**src/rtl/game_pkg.sv**
```systemverilog
// Shared types and helpers for the memory-game datapath.
package game_pkg;

    localparam int SYM_W    = 2;
    localparam int NUM_KEYS = 4;

    // Fibonacci feedback taps 16,14,13,11 (bits 15,13,12,10)
    localparam logic [15:0] LFSR_TAPS = 16'hB400;

    typedef enum logic [1:0] {
        ST_IDLE,
        ST_FILL,
        ST_PLAY,
        ST_USER
    } state_t;

    function automatic logic [NUM_KEYS-1:0] onehot(input logic [SYM_W-1:0] sym);
        logic [NUM_KEYS-1:0] v;
        v      = '0;
        v[sym] = 1'b1;
        return v;
    endfunction

endpackage

```
**src/rtl/game_datapath_if.sv**
```systemverilog
// Command/status bundle between the game controller, board I/O and the datapath.
interface game_datapath_if #(
    parameter int SEQ_LEN = 16
);
    import game_pkg::*;

    localparam int RL_W = $clog2(SEQ_LEN) + 1;

    logic             R1, R2, E1, E2, E3, E4, SEL;
    logic             key_valid;
    logic [SYM_W-1:0] key_code;

    logic                end_FPGA, end_User, end_time, win, match;
    logic [NUM_KEYS-1:0] led;
    logic [RL_W-1:0]     round_len;

    modport master (
        output R1, R2, E1, E2, E3, E4, SEL, key_valid, key_code,
        input  end_FPGA, end_User, end_time, win, match, led, round_len
    );

    modport slave (
        input  R1, R2, E1, E2, E3, E4, SEL, key_valid, key_code,
        output end_FPGA, end_User, end_time, win, match, led, round_len
    );

endinterface

```
**src/rtl/tick_counter.sv**
```systemverilog
// Enabled cycle counter with synchronous clear; pulses o_tc on the last tick and wraps.
module tick_counter #(
    parameter int TICKS = 4
) (
    input  logic CLOCK,
    input  logic reset,
    input  logic i_en,
    input  logic i_clr,
    output logic o_tc
);
    localparam int W = (TICKS > 1) ? $clog2(TICKS) : 1;
    localparam logic [W-1:0] LAST = W'(TICKS - 1);

    logic [W-1:0] r_cnt;

    assign o_tc = i_en & (r_cnt == LAST);

    always_ff @(posedge CLOCK or negedge reset) begin
        if (!reset)
            r_cnt <= '0;
        else if (i_clr)
            r_cnt <= '0;
        else if (i_en)
            r_cnt <= o_tc ? '0 : r_cnt + W'(1);
    end

endmodule

```
**src/rtl/game_datapath.sv**
```systemverilog
// Memory-game datapath: LFSR sequence fill, LED playback, key checking and idle timeout.
// state | meaning
// IDLE  | waiting for a command
// FILL  | writing SEQ_LEN LFSR symbols into the sequence memory
// PLAY  | showing round_len symbols on the LEDs
// USER  | checking key entries against the sequence
module game_datapath
    import game_pkg::*;
#(
    parameter int          SEQ_LEN       = 16,
    parameter int          STEP_TICKS    = 25000000,
    parameter int          TIMEOUT_TICKS = 250000000,
    parameter logic [15:0] LFSR_SEED     = 16'hACE1
) (
    input logic         CLOCK,
    input logic         reset,
    game_datapath_if.slave bus
);
    localparam int IDX_W  = $clog2(SEQ_LEN);
    localparam int RL_W   = IDX_W + 1;
    localparam int SHOW_W = $clog2(STEP_TICKS + 1);
    localparam logic [IDX_W-1:0] LAST_IDX = IDX_W'(SEQ_LEN - 1);
    localparam logic [RL_W-1:0]  RL_MAX   = RL_W'(SEQ_LEN);

    state_t              r_state, w_next;
    logic [15:0]         r_lfsr;
    logic [SYM_W-1:0]    r_seq [SEQ_LEN];
    logic [IDX_W-1:0]    r_wr_idx, r_play_idx, r_usr_idx;
    logic [RL_W-1:0]     r_round_len;
    logic                r_end_fpga, r_end_user, r_end_time, r_win, r_match;
    logic                r_gap, r_e1_d;
    logic [SYM_W-1:0]    r_last_key;
    logic [SHOW_W-1:0]   r_show_cnt;
    logic [NUM_KEYS-1:0] w_play_led, w_user_led;

    logic w_do_r2, w_clr_round, w_do_e1, w_do_e4, w_do_e2, w_do_e3, w_e1_rise;
    logic w_fill_wr, w_play_run, w_user_run, w_key_acc, w_key_ok;
    logic w_step_tc, w_idle_tc;

    // Only the highest-priority asserted command acts: R2 > R1 > E1 > E4 > E2 > E3
    assign w_do_r2     = bus.R2;
    assign w_clr_round = bus.R2 | bus.R1;
    assign w_do_e1     = bus.E1 & ~w_clr_round;
    assign w_do_e4     = bus.E4 & ~w_clr_round & ~bus.E1;
    assign w_do_e2     = bus.E2 & ~w_clr_round & ~bus.E1 & ~bus.E4;
    assign w_do_e3     = bus.E3 & ~w_clr_round & ~bus.E1 & ~bus.E4 & ~bus.E2;
    assign w_e1_rise   = bus.E1 & ~r_e1_d;

    assign w_fill_wr  = (r_state == ST_FILL) & ~w_clr_round;
    assign w_play_run = (r_state == ST_PLAY) & w_do_e2 & ~r_end_fpga;
    assign w_user_run = (r_state == ST_USER) & w_do_e3 & ~r_end_user & ~r_end_time;
    assign w_key_acc  = w_user_run & bus.key_valid;
    assign w_key_ok   = (bus.key_code == r_seq[r_usr_idx]);

    tick_counter #(.TICKS(STEP_TICKS)) u_step_timer (
        .CLOCK (CLOCK),
        .reset (reset),
        .i_en  (w_play_run & ~r_gap),
        .i_clr (w_clr_round),
        .o_tc  (w_step_tc)
    );

    tick_counter #(.TICKS(TIMEOUT_TICKS)) u_idle_timer (
        .CLOCK (CLOCK),
        .reset (reset),
        .i_en  (w_user_run),
        .i_clr (w_clr_round | w_key_acc),
        .o_tc  (w_idle_tc)
    );

    always_ff @(posedge CLOCK or negedge reset) begin
        if (!reset)
            r_state <= ST_IDLE;
        else
            r_state <= w_next;
    end

    always_comb begin
        w_next = r_state;
        if (w_clr_round) begin
            w_next = ST_IDLE;
        end else begin
            case (r_state)
                ST_IDLE: begin
                    if (w_do_e1 & w_e1_rise) w_next = ST_FILL;
                    else if (w_do_e2)        w_next = ST_PLAY;
                    else if (w_do_e3)        w_next = ST_USER;
                end
                ST_FILL: if (r_wr_idx == LAST_IDX) w_next = ST_IDLE;
                ST_PLAY: if (~bus.E2 & r_end_fpga) w_next = ST_IDLE;
                ST_USER: if (~bus.E3 & (r_end_user | r_end_time)) w_next = ST_IDLE;
                default: w_next = ST_IDLE;
            endcase
        end
    end

    always_comb begin
        w_play_led = '0;
        w_user_led = '0;
        if ((r_state == ST_PLAY) & ~r_end_fpga & ~r_gap)
            w_play_led = onehot(r_seq[r_play_idx]);
        if (r_show_cnt != '0)
            w_user_led = onehot(r_last_key);
    end

    assign bus.led       = bus.SEL ? w_user_led : w_play_led;
    assign bus.end_FPGA  = r_end_fpga;
    assign bus.end_User  = r_end_user;
    assign bus.end_time  = r_end_time;
    assign bus.win       = r_win;
    assign bus.match     = r_match;
    assign bus.round_len = r_round_len;

    // Sequence memory has no reset; contents are only meaningful after a fill
    always_ff @(posedge CLOCK) begin
        if (w_fill_wr)
            r_seq[r_wr_idx] <= r_lfsr[SYM_W-1:0];
    end

    always_ff @(posedge CLOCK or negedge reset) begin
        if (!reset) begin
            r_lfsr      <= LFSR_SEED;
            r_e1_d      <= 1'b0;
            r_wr_idx    <= '0;
            r_play_idx  <= '0;
            r_usr_idx   <= '0;
            r_round_len <= RL_W'(1);
            r_end_fpga  <= 1'b0;
            r_end_user  <= 1'b0;
            r_end_time  <= 1'b0;
            r_win       <= 1'b0;
            r_match     <= 1'b1;
            r_gap       <= 1'b0;
            r_last_key  <= '0;
            r_show_cnt  <= '0;
        end else begin
            r_e1_d <= bus.E1;
            r_lfsr <= w_do_r2 ? LFSR_SEED : {r_lfsr[14:0], ^(r_lfsr & LFSR_TAPS)};
            if (w_clr_round) begin
                r_wr_idx   <= '0;
                r_play_idx <= '0;
                r_usr_idx  <= '0;
                r_end_fpga <= 1'b0;
                r_end_user <= 1'b0;
                r_end_time <= 1'b0;
                r_match    <= 1'b1;
                r_gap      <= 1'b0;
                r_show_cnt <= '0;
                if (w_do_r2) begin
                    r_round_len <= RL_W'(1);
                    r_win       <= 1'b0;
                end
            end else begin
                if (w_fill_wr)
                    r_wr_idx <= (r_wr_idx == LAST_IDX) ? '0 : r_wr_idx + IDX_W'(1);
                if (w_do_e4 && (r_round_len < RL_MAX)) begin
                    r_round_len <= r_round_len + RL_W'(1);
                    if (r_round_len == RL_MAX - RL_W'(1))
                        r_win <= 1'b1;
                end
                // Each symbol is followed by one dark cycle so repeats stay visible
                if (w_play_run) begin
                    if (r_gap) begin
                        r_gap      <= 1'b0;
                        r_play_idx <= r_play_idx + IDX_W'(1);
                        if (RL_W'(r_play_idx) + RL_W'(1) == r_round_len)
                            r_end_fpga <= 1'b1;
                    end else if (w_step_tc) begin
                        r_gap <= 1'b1;
                    end
                end
                if (w_key_acc) begin
                    r_last_key <= bus.key_code;
                    r_show_cnt <= SHOW_W'(STEP_TICKS);
                    if (w_key_ok) begin
                        r_usr_idx <= r_usr_idx + IDX_W'(1);
                        if (RL_W'(r_usr_idx) + RL_W'(1) == r_round_len)
                            r_end_user <= 1'b1;
                    end else begin
                        r_match    <= 1'b0;
                        r_end_user <= 1'b1;
                    end
                end else if (r_show_cnt != '0) begin
                    r_show_cnt <= r_show_cnt - SHOW_W'(1);
                end
                if (w_idle_tc & ~w_key_acc)
                    r_end_time <= 1'b1;
            end
        end
    end

endmodule
```
**src/flat_wrapper.sv**
```systemverilog
// flat-port wrapper written by rule: the top's interface ports become plain ports
module game_datapath_flat import game_pkg::*;
#(
    parameter int          SEQ_LEN       = 16,
    parameter int          STEP_TICKS    = 25000000,
    parameter int          TIMEOUT_TICKS = 250000000,
    parameter logic [15:0] LFSR_SEED     = 16'hACE1
)
  (CLOCK, reset, bus_R1, bus_R2, bus_E1, bus_E2, bus_E3, bus_E4, bus_SEL, bus_key_valid, bus_key_code, bus_end_FPGA, bus_end_User, bus_end_time, bus_win, bus_match, bus_led, bus_round_len);
  game_datapath_if #(.SEQ_LEN(SEQ_LEN)) bus_i ();
  input logic CLOCK;
  input logic reset;
  input wire logic [$bits(bus_i.R1)-1:0] bus_R1;
  input wire logic [$bits(bus_i.R2)-1:0] bus_R2;
  input wire logic [$bits(bus_i.E1)-1:0] bus_E1;
  input wire logic [$bits(bus_i.E2)-1:0] bus_E2;
  input wire logic [$bits(bus_i.E3)-1:0] bus_E3;
  input wire logic [$bits(bus_i.E4)-1:0] bus_E4;
  input wire logic [$bits(bus_i.SEL)-1:0] bus_SEL;
  input wire logic [$bits(bus_i.key_valid)-1:0] bus_key_valid;
  input wire logic [$bits(bus_i.key_code)-1:0] bus_key_code;
  output wire logic [$bits(bus_i.end_FPGA)-1:0] bus_end_FPGA;
  output wire logic [$bits(bus_i.end_User)-1:0] bus_end_User;
  output wire logic [$bits(bus_i.end_time)-1:0] bus_end_time;
  output wire logic [$bits(bus_i.win)-1:0] bus_win;
  output wire logic [$bits(bus_i.match)-1:0] bus_match;
  output wire logic [$bits(bus_i.led)-1:0] bus_led;
  output wire logic [$bits(bus_i.round_len)-1:0] bus_round_len;
  assign bus_i.R1 = bus_R1;
  assign bus_i.R2 = bus_R2;
  assign bus_i.E1 = bus_E1;
  assign bus_i.E2 = bus_E2;
  assign bus_i.E3 = bus_E3;
  assign bus_i.E4 = bus_E4;
  assign bus_i.SEL = bus_SEL;
  assign bus_i.key_valid = bus_key_valid;
  assign bus_i.key_code = bus_key_code;
  assign bus_end_FPGA = bus_i.end_FPGA;
  assign bus_end_User = bus_i.end_User;
  assign bus_end_time = bus_i.end_time;
  assign bus_win = bus_i.win;
  assign bus_match = bus_i.match;
  assign bus_led = bus_i.led;
  assign bus_round_len = bus_i.round_len;
  game_datapath #(.SEQ_LEN(SEQ_LEN), .STEP_TICKS(STEP_TICKS), .TIMEOUT_TICKS(TIMEOUT_TICKS), .LFSR_SEED(LFSR_SEED)) u_core (.CLOCK(CLOCK), .reset(reset), .bus(bus_i));
endmodule
```
**config.mk**
```make
export PLATFORM = sky130hd
export DESIGN_NAME = game_datapath_flat
export DESIGN_NICKNAME = d
export VERILOG_FILES = /design/src/rtl/game_pkg.sv /design/src/rtl/game_datapath_if.sv /design/src/rtl/tick_counter.sv /design/src/rtl/game_datapath.sv /design/src/flat_wrapper.sv
export SDC_FILE = /design/constraint.sdc
export NUM_CORES = 1
export LEC_CHECK = 0
export ABC_AREA = 0
export CAP_MARGIN = 0
export CORE_ASPECT_RATIO = 1.1
export CORE_MARGIN = 8
export CORE_UTILIZATION = 40
export DETAILED_ROUTE_END_ITERATION = 6
export PLACE_DENSITY = 0.67
export REMOVE_ABC_BUFFERS = 1
export SLEW_MARGIN = 40
export SYNTH_ARGS = -nofsm -noshare
export SYNTH_HDL_FRONTEND = slang
export SYNTH_SLANG_ARGS = --single-unit
```
**constraint.sdc**
```tcl
create_clock -name CLOCK -period 4.6 [get_ports CLOCK]
set_input_delay 1.38 -clock CLOCK [delete_from_list [all_inputs] [get_ports CLOCK]]
set_output_delay 1.38 -clock CLOCK [all_outputs]
set_load 0.02 [all_outputs]
```
Word-level counts from Yosys, hierarchy flattened
Memories as Yosys holds them, arrays and structs flattened.
Index checks and enable logic that the tools add are counted.

operators by class
  multipliers = 0
  order comparisons = 5
  multiplexer cells = 60
  equality and inequality tests = 17
  shift-type cells = 0
  reductions and logical operators = 27
  divide/modulo/power cells = 0
  bitwise operators = 41
  add/sub/neg operators = 9

operators by type and width
  cell                                                                          count
  25-bit 2-to-1 mux                                                             6
  28-bit 2-to-1 mux                                                             3
  4-bit 2-to-1 mux                                                              12
  28-bit by 1-bit adder with 28-bit output, second input constant               1
  28-bit equality test, second input constant                                   1
  1-bit bitwise AND                                                             27
  25-bit by 1-bit adder with 25-bit output, second input constant               1
  25-bit equality test, second input constant                                   1
  1-bit 2-to-1 mux                                                              25
  25-bit nonzero test                                                           1
  25-bit by 1-bit subtractor with 25-bit output, second input constant          1
  2-bit nonzero test                                                            11
  16-bit 2-to-1 mux                                                             1
  16-bit XOR reduction                                                          1
  5-bit 2-to-1 mux                                                              3
  2-bit 2-to-1 mux                                                              7
  4-bit by 1-bit adder with 4-bit output, second input constant                 3
  3-bit by 2-bit != test with 1-bit output, second input constant               4
  2-bit AND reduction                                                           6
  1-bit inverter                                                                11
  4-bit by 1-bit adder with 5-bit output, second input constant                 2
  5-bit equality test                                                           2
  2-bit case mux with 4 select lines                                            1
  2-bit by 3-bit less-than comparator with 1-bit output, second input constant  2
  other kinds (18)                                                              26

word-level totals
  output and inout port bits = 14
  input port bits = 12
  memories = 1
  ROM bits = 0
  bits in writable memories = 32
  flip-flop bits (word level) = 122
  latch bits = 0

memory list
  memory        words  width  read ports  clocked after Yosys merged registers in  write ports  RTL line             RTL
  u_core.r_seq  16     2      2           0                                        1            game_datapath.sv:27  logic [SYM_W-1:0] r_seq [SEQ_LEN];

Depth between registers and ports, before layout
  word-level depth = 14
  gate-level depth with buffers = 10
  mapped depth without buffers = 7

Modules after synthesis
A second synthesis with hierarchy kept.

unflattened totals
  cell total of the unflattened synthesis = 775
  area, all modules = 8,181.6 µm²

by module, submodules not included
  module                               times used  sequential area each (µm²)  area an instance (µm²)  cells an instance
  game_datapath                        1           2,700.1                     5,173.7                 464
  tick_counter at u_core.u_idle_timer  1           700.7                       1,580.3                 163
  tick_counter at u_core.u_step_timer  1           625.6                       1,427.6                 148

Least setup slack after synthesis
Ideal clock, no wire load.

  path kind = register to output
  from = register u_core.r_show_cnt[0]
  to = output bus_led[0]
  slack = 1.026 ns
  cell stages (with the launch flop) = 10
  data arrival time = 2.194 ns
  data required time = 3.220 ns
  cells stage by stage = dfrtp_1 > inv_1 > ha_1 > clkbuf_1 > and4_1 > nand4_1 > clkbuf_1 > buf_2 > nand2_1 > o32ai_1

between the ends
  longest elaborated chain between the ends = 3

RTL lines
  what                    RTL line              RTL
  from (decl)             game_datapath.sv:33   logic [SHOW_W-1:0] r_show_cnt;
  from (signal assigned)  game_datapath.sv:174  r_show_cnt <= SHOW_W'(STEP_TICKS);
  from (signal assigned)  game_datapath.sv:184  r_show_cnt <= r_show_cnt - SHOW_W'(1);
  25-bit nonzero test     game_datapath.sv:102  if (r_show_cnt != '0)
  4-bit 2-to-1 mux        game_datapath.sv:102
  4-bit 2-to-1 mux        game_datapath.sv:106  assign bus.led = bus.SEL ? w_user_led : w_play_led;
  to (decl)               flat_wrapper.sv:27    output wire logic [$bits(bus_i.led)-1:0] bus_led;

No other way between the ends.

Final worst setup path
  from = register u_core.r_play_idx[0]
  to = output bus_led[0]

between the ends
  longest elaborated chain between the ends = 7
  elaborated cells on any way between the ends = 8

RTL lines
  what                                                                                                                                                  RTL line              RTL
  from (decl)                                                                                                                                           game_datapath.sv:28   logic [IDX_W-1:0] r_wr_idx, r_play_idx, r_usr_idx;
  from (signal assigned)                                                                                                                                game_datapath.sv:165  r_play_idx <= r_play_idx + IDX_W'(1);
  memory 16 x 2 bit (*)                                                                                                                                 -
  2-bit by 3-bit less-than comparator with 1-bit output (not written as such) / 2-bit by 1-bit >= comparator with 1-bit output (equally long branches)  game_pkg.sv:20        v[sym] = 1'b1;
  1-bit logical AND (not written as such)                                                                                                               game_pkg.sv:20
  1-bit 2-to-1 mux (not written as such)                                                                                                                game_pkg.sv:20
  1-bit demux with 2-bit select (*)                                                                                                                     -
  4-bit 2-to-1 mux (*)                                                                                                                                  game_datapath.sv:100  if ((r_state == ST_PLAY) & ~r_end_fpga & ~r_gap)
  4-bit 2-to-1 mux (*)                                                                                                                                  game_datapath.sv:106

Mark *: on every way between the ends. The rest lies on a longest branch, timed or not.

==> results.md <==
* Flip-flop and latch count after synthesis at 154
* Synthesis-to-layout area growth at 14.2%
* Critical Path Start Type: flip-flop
* Post-DR wirelength/cell at 15.6 um
* Yosys warning count at 0
* Clock period minus worst slack at 4.28 ns
* Unique cell type count in the Yosys netlist at 70
* Fmax at 234 MHz
* Cell type of the slowest stage on the worst timing path: sky130_fd_sc_hd__clkdlybuf4s50_1
* Period utilisation layout at 0.931
* Global-route congestion overflow total at 0
* Router iterations before antenna repair at 5
* Wire length of the first global-routing pass at 28800 um
* Number of buffers on the longest clock path at 2
* VDD IR-drop max at 299 uV
* Number of buffers inserted by post-CTS setup repair at 0
* Kind of end point of the critical path: output port
* Slew HR at 0.529
* Final Hold Slack at 0.432 ns
* Via density per instance at 5.36
* Peak-usage layer in the global routing report: met2
* Clock sink count at 154
* Met2 usage at 0.235
* Die width at 151 um
* Ordered cell list for the critical path: buf_4 -> mux4_2 -> mux2i_1 -> nand2_1 -> o21ai_0 -> nand2_1 -> o32ai_1 -> clkdlybuf4s50_1
* Crit path required time at 3.22 ns
* IO Pins at 26
* Pin count of the biggest net entering global routing at 58
* Die area at 25000 um^2
* Outcome: complete, no violations
* Remaining antenna violation count after routing at 0
* Number of remaining DRC errors at 0
* Most common library cell in the layout ignoring fill and taps: sky130_fd_sc_hd__dfrtp_1
* Total via count in the routed design at 5736
* Total length of routed wires at 16700 um
* Async SR Flop Fraction at 0.792
* Clock-pin slew reported for the worst setup and hold paths after clock tree synthesis at 0.06 ns
* Sum Neg Setup Slack at 0 ns
* Power density over cell area at 465 nW/um^2
* Worst clock skew at 0.00814 ns
* Post-detailed-placement half-perimeter wirelength at 11700 um
* Crit path arrival time at 2.90 ns
* Number of H-tree branching levels at 4
* Y dimension of the die at 165 um
* Actual slew at the worst max-slew pin at 0.705 ns
* Mean instance size in the synthesized netlist at 10.4 um^2
* Startpoint-to-endpoint class of the critical path: reg -> out
* Commonest cells after routing, fill and taps aside: sky130_fd_sc_hd__dfrtp_1 (111), sky130_fd_sc_hd__nor2_1 (102), sky130_fd_sc_hd__nand2_1 (59), sky130_fd_sc_hd__xor2_1 (43), sky130_fd_sc_hd__xnor2_1 (34)
* Sequential-to-total area share from yosys stat at 0.499
* Total clock buffers created by CTS at 17
* Total Routing Usage GR at 0.145
* Nets at 828
* Antenna diode count at 0
* Most used cell along the critical path: sky130_fd_sc_hd__nand2_1
* Maximum fanout along the worst path at 8
* Slowest Stage Delay on Critical Path at 0.65 ns
* Cell leakage power at 3.52 nW
* DRC violation total after the first TritonRoute iteration at 320
* Met3 Track Usage GR at 0.0258
* RSZ-0062 raised after global routing: no
* Met1 usage at 0.188
* Port Buffer Count at 25
* Clock tree from TritonCTS: yes
* Fraction of final layout cells with drive strength greater than 1 at 0.132
* Final slew viol count at 0
* Initial cell density of the core at 0.408
* Post-synth EDFFs at 32
* Netlist area before placement at 8080 um^2
* Count of max-cap constraint violations at 0
* Clk Latency, worst-skew pair at 0.43 ns
* Placeable core area at 19800 um^2
* Type of the tightest min-delay check: reg -> reg
* Antenna violations before repair at 0
* Final-layout fill cell count at 1803
* Gate count of the mapped netlist at 780
* Count of hold buffers inserted by post-cts repair at 0
* Clock Root Buffer: sky130_fd_sc_hd__clkbuf_16
* Vias in the first global route at 5722
* Final weighted congestion of routability-driven global placement at 0.811
* Num rows at 54
* Total of endpoints with negative setup slack in the final report at 0
* Final hold viol count at 0
* Main flop type after synthesis: sky130_fd_sc_hd__dfrtp_1
[path summary, 6_finish.rpt]
check	slack, ns	to	from	cells after the start
worst max-delay path	0.32	bus_led[0]	u_core.r_play_idx[0]	8
max in group asynchronous	2.95	u_core.u_idle_timer.r_cnt[18]	reset	2
worst min-delay path	0.43	u_core.r_lfsr[15]	u_core.r_lfsr[14]	1
worst min register to register	0.43	u_core.r_lfsr[15]	u_core.r_lfsr[14]	1
min in group asynchronous	0.93	u_core.r_show_cnt[10]	reset	1
worst max register to register	1.92	u_core.r_usr_idx[0]	u_core.r_usr_idx[0]	6
[routing by layer]
layer	wire length, um	vias up	share of wire
li1	-	2811	-
met1	7940	2834	0.47
met2	8130	72	0.49
met3	397	19	0.024
met4	264	0	0.016
met5	0	-	0
[sequential cells by signal, summed over array words and instances (netlist names), 4 cells and up]
signal,flops
u_core.r_lfsr,16
u_core.r_seq,32
u_core.r_play_idx,4
u_core.r_show_cnt,25
u_core.r_wr_idx,4
u_core.u_step_timer.r_cnt,25
u_core.u_idle_timer.r_cnt,28
u_core.r_usr_idx,4
u_core.bus.round_len,5
[cell type report]
cell class                      count  area [um^2]  area share
Tap cell                          252          315      0.0342
Multi-Input combinational cell    568         3820       0.414
Clock buffer                       19          447      0.0485
Sequential cell                   154         4030       0.437
Inverter                           23         86.3     0.00936
Clock inverter                     13          145      0.0157
Timing Repair Buffer               41          380      0.0413
[per-stage QoR]
step | total power, mW | util | setup slack [ns] | instance area (um^2) | instances
final | 4.28 | 0.466 | 0.319 | 9220 | 1070
after global routing | 4.55 | 0.466 | 0.0995 | 9220 | 1070
after CTS | 4.31 | 0.465 | 0.126 | 9210 | 1070
after detailed placement | 2.90 | 0.435 | 0.360 | 8620 | 1038
after global placement | 2.89 | 0.435 | 0.375 | 8620 | 1038
after floorplan | 2.57 | - | 0.601 | 7930 | 745
[critical path, delay by kind of cell (launching register included)]
kind                   cells  cell delay (ns)
buffers and inverters      2             0.85
muxes                      2             0.65
DFF                        1             0.52
AOI/OAI and AO/OA          2             0.26
and+or+nand+nor            2             0.20
[cells by family after synthesis]
family | count (synthesis) | share of synthesized area
simple gates | 358 | 0.238
xor+xnor | 77 | 0.0835
fa+ha+maj | 11 | 0.0170
mux | 32 | 0.0638
flops | 154 | 0.499
buf+inv | 58 | 0.0293
compound gates | 90 | 0.0700
[cell usage after synthesis (16+ instances only)]
| cell | n | area (um^2) |
|---|---|---|
| sky130_fd_sc_hd__a21oi_1 | 27 | 135 |
| sky130_fd_sc_hd__clkbuf_1 | 23 | 86.3 |
| sky130_fd_sc_hd__dfrtp_1 | 112 | 2800 |
| sky130_fd_sc_hd__edfxtp_1 | 32 | 961 |
| sky130_fd_sc_hd__inv_1 | 23 | 86.3 |
| sky130_fd_sc_hd__nand2_1 | 59 | 221 |
| sky130_fd_sc_hd__nand3_1 | 32 | 160 |
| sky130_fd_sc_hd__nand4_1 | 29 | 181 |
| sky130_fd_sc_hd__nor2_1 | 102 | 383 |
| sky130_fd_sc_hd__nor3_1 | 16 | 80.1 |
| sky130_fd_sc_hd__o21ai_0 | 26 | 130 |
| sky130_fd_sc_hd__xnor2_1 | 34 | 298 |
| sky130_fd_sc_hd__xor2_1 | 43 | 377 |
[repair_timing]
action                                 CTS  global route
endpoints found under the hold margin    0             0
setup endpoints to repair                0             1
gates resized for setup                  0             1
[power by group]
part | switching (mW) | internal [mW] | total (mW)
sequential | 0.103 | 1.50 | 1.61
clock | 0.575 | 0.823 | 1.40
combinational | 0.712 | 0.566 | 1.28
total | 1.39 | 2.89 | 4.28
No activity file was read; power rests on OpenSTA's default activity.
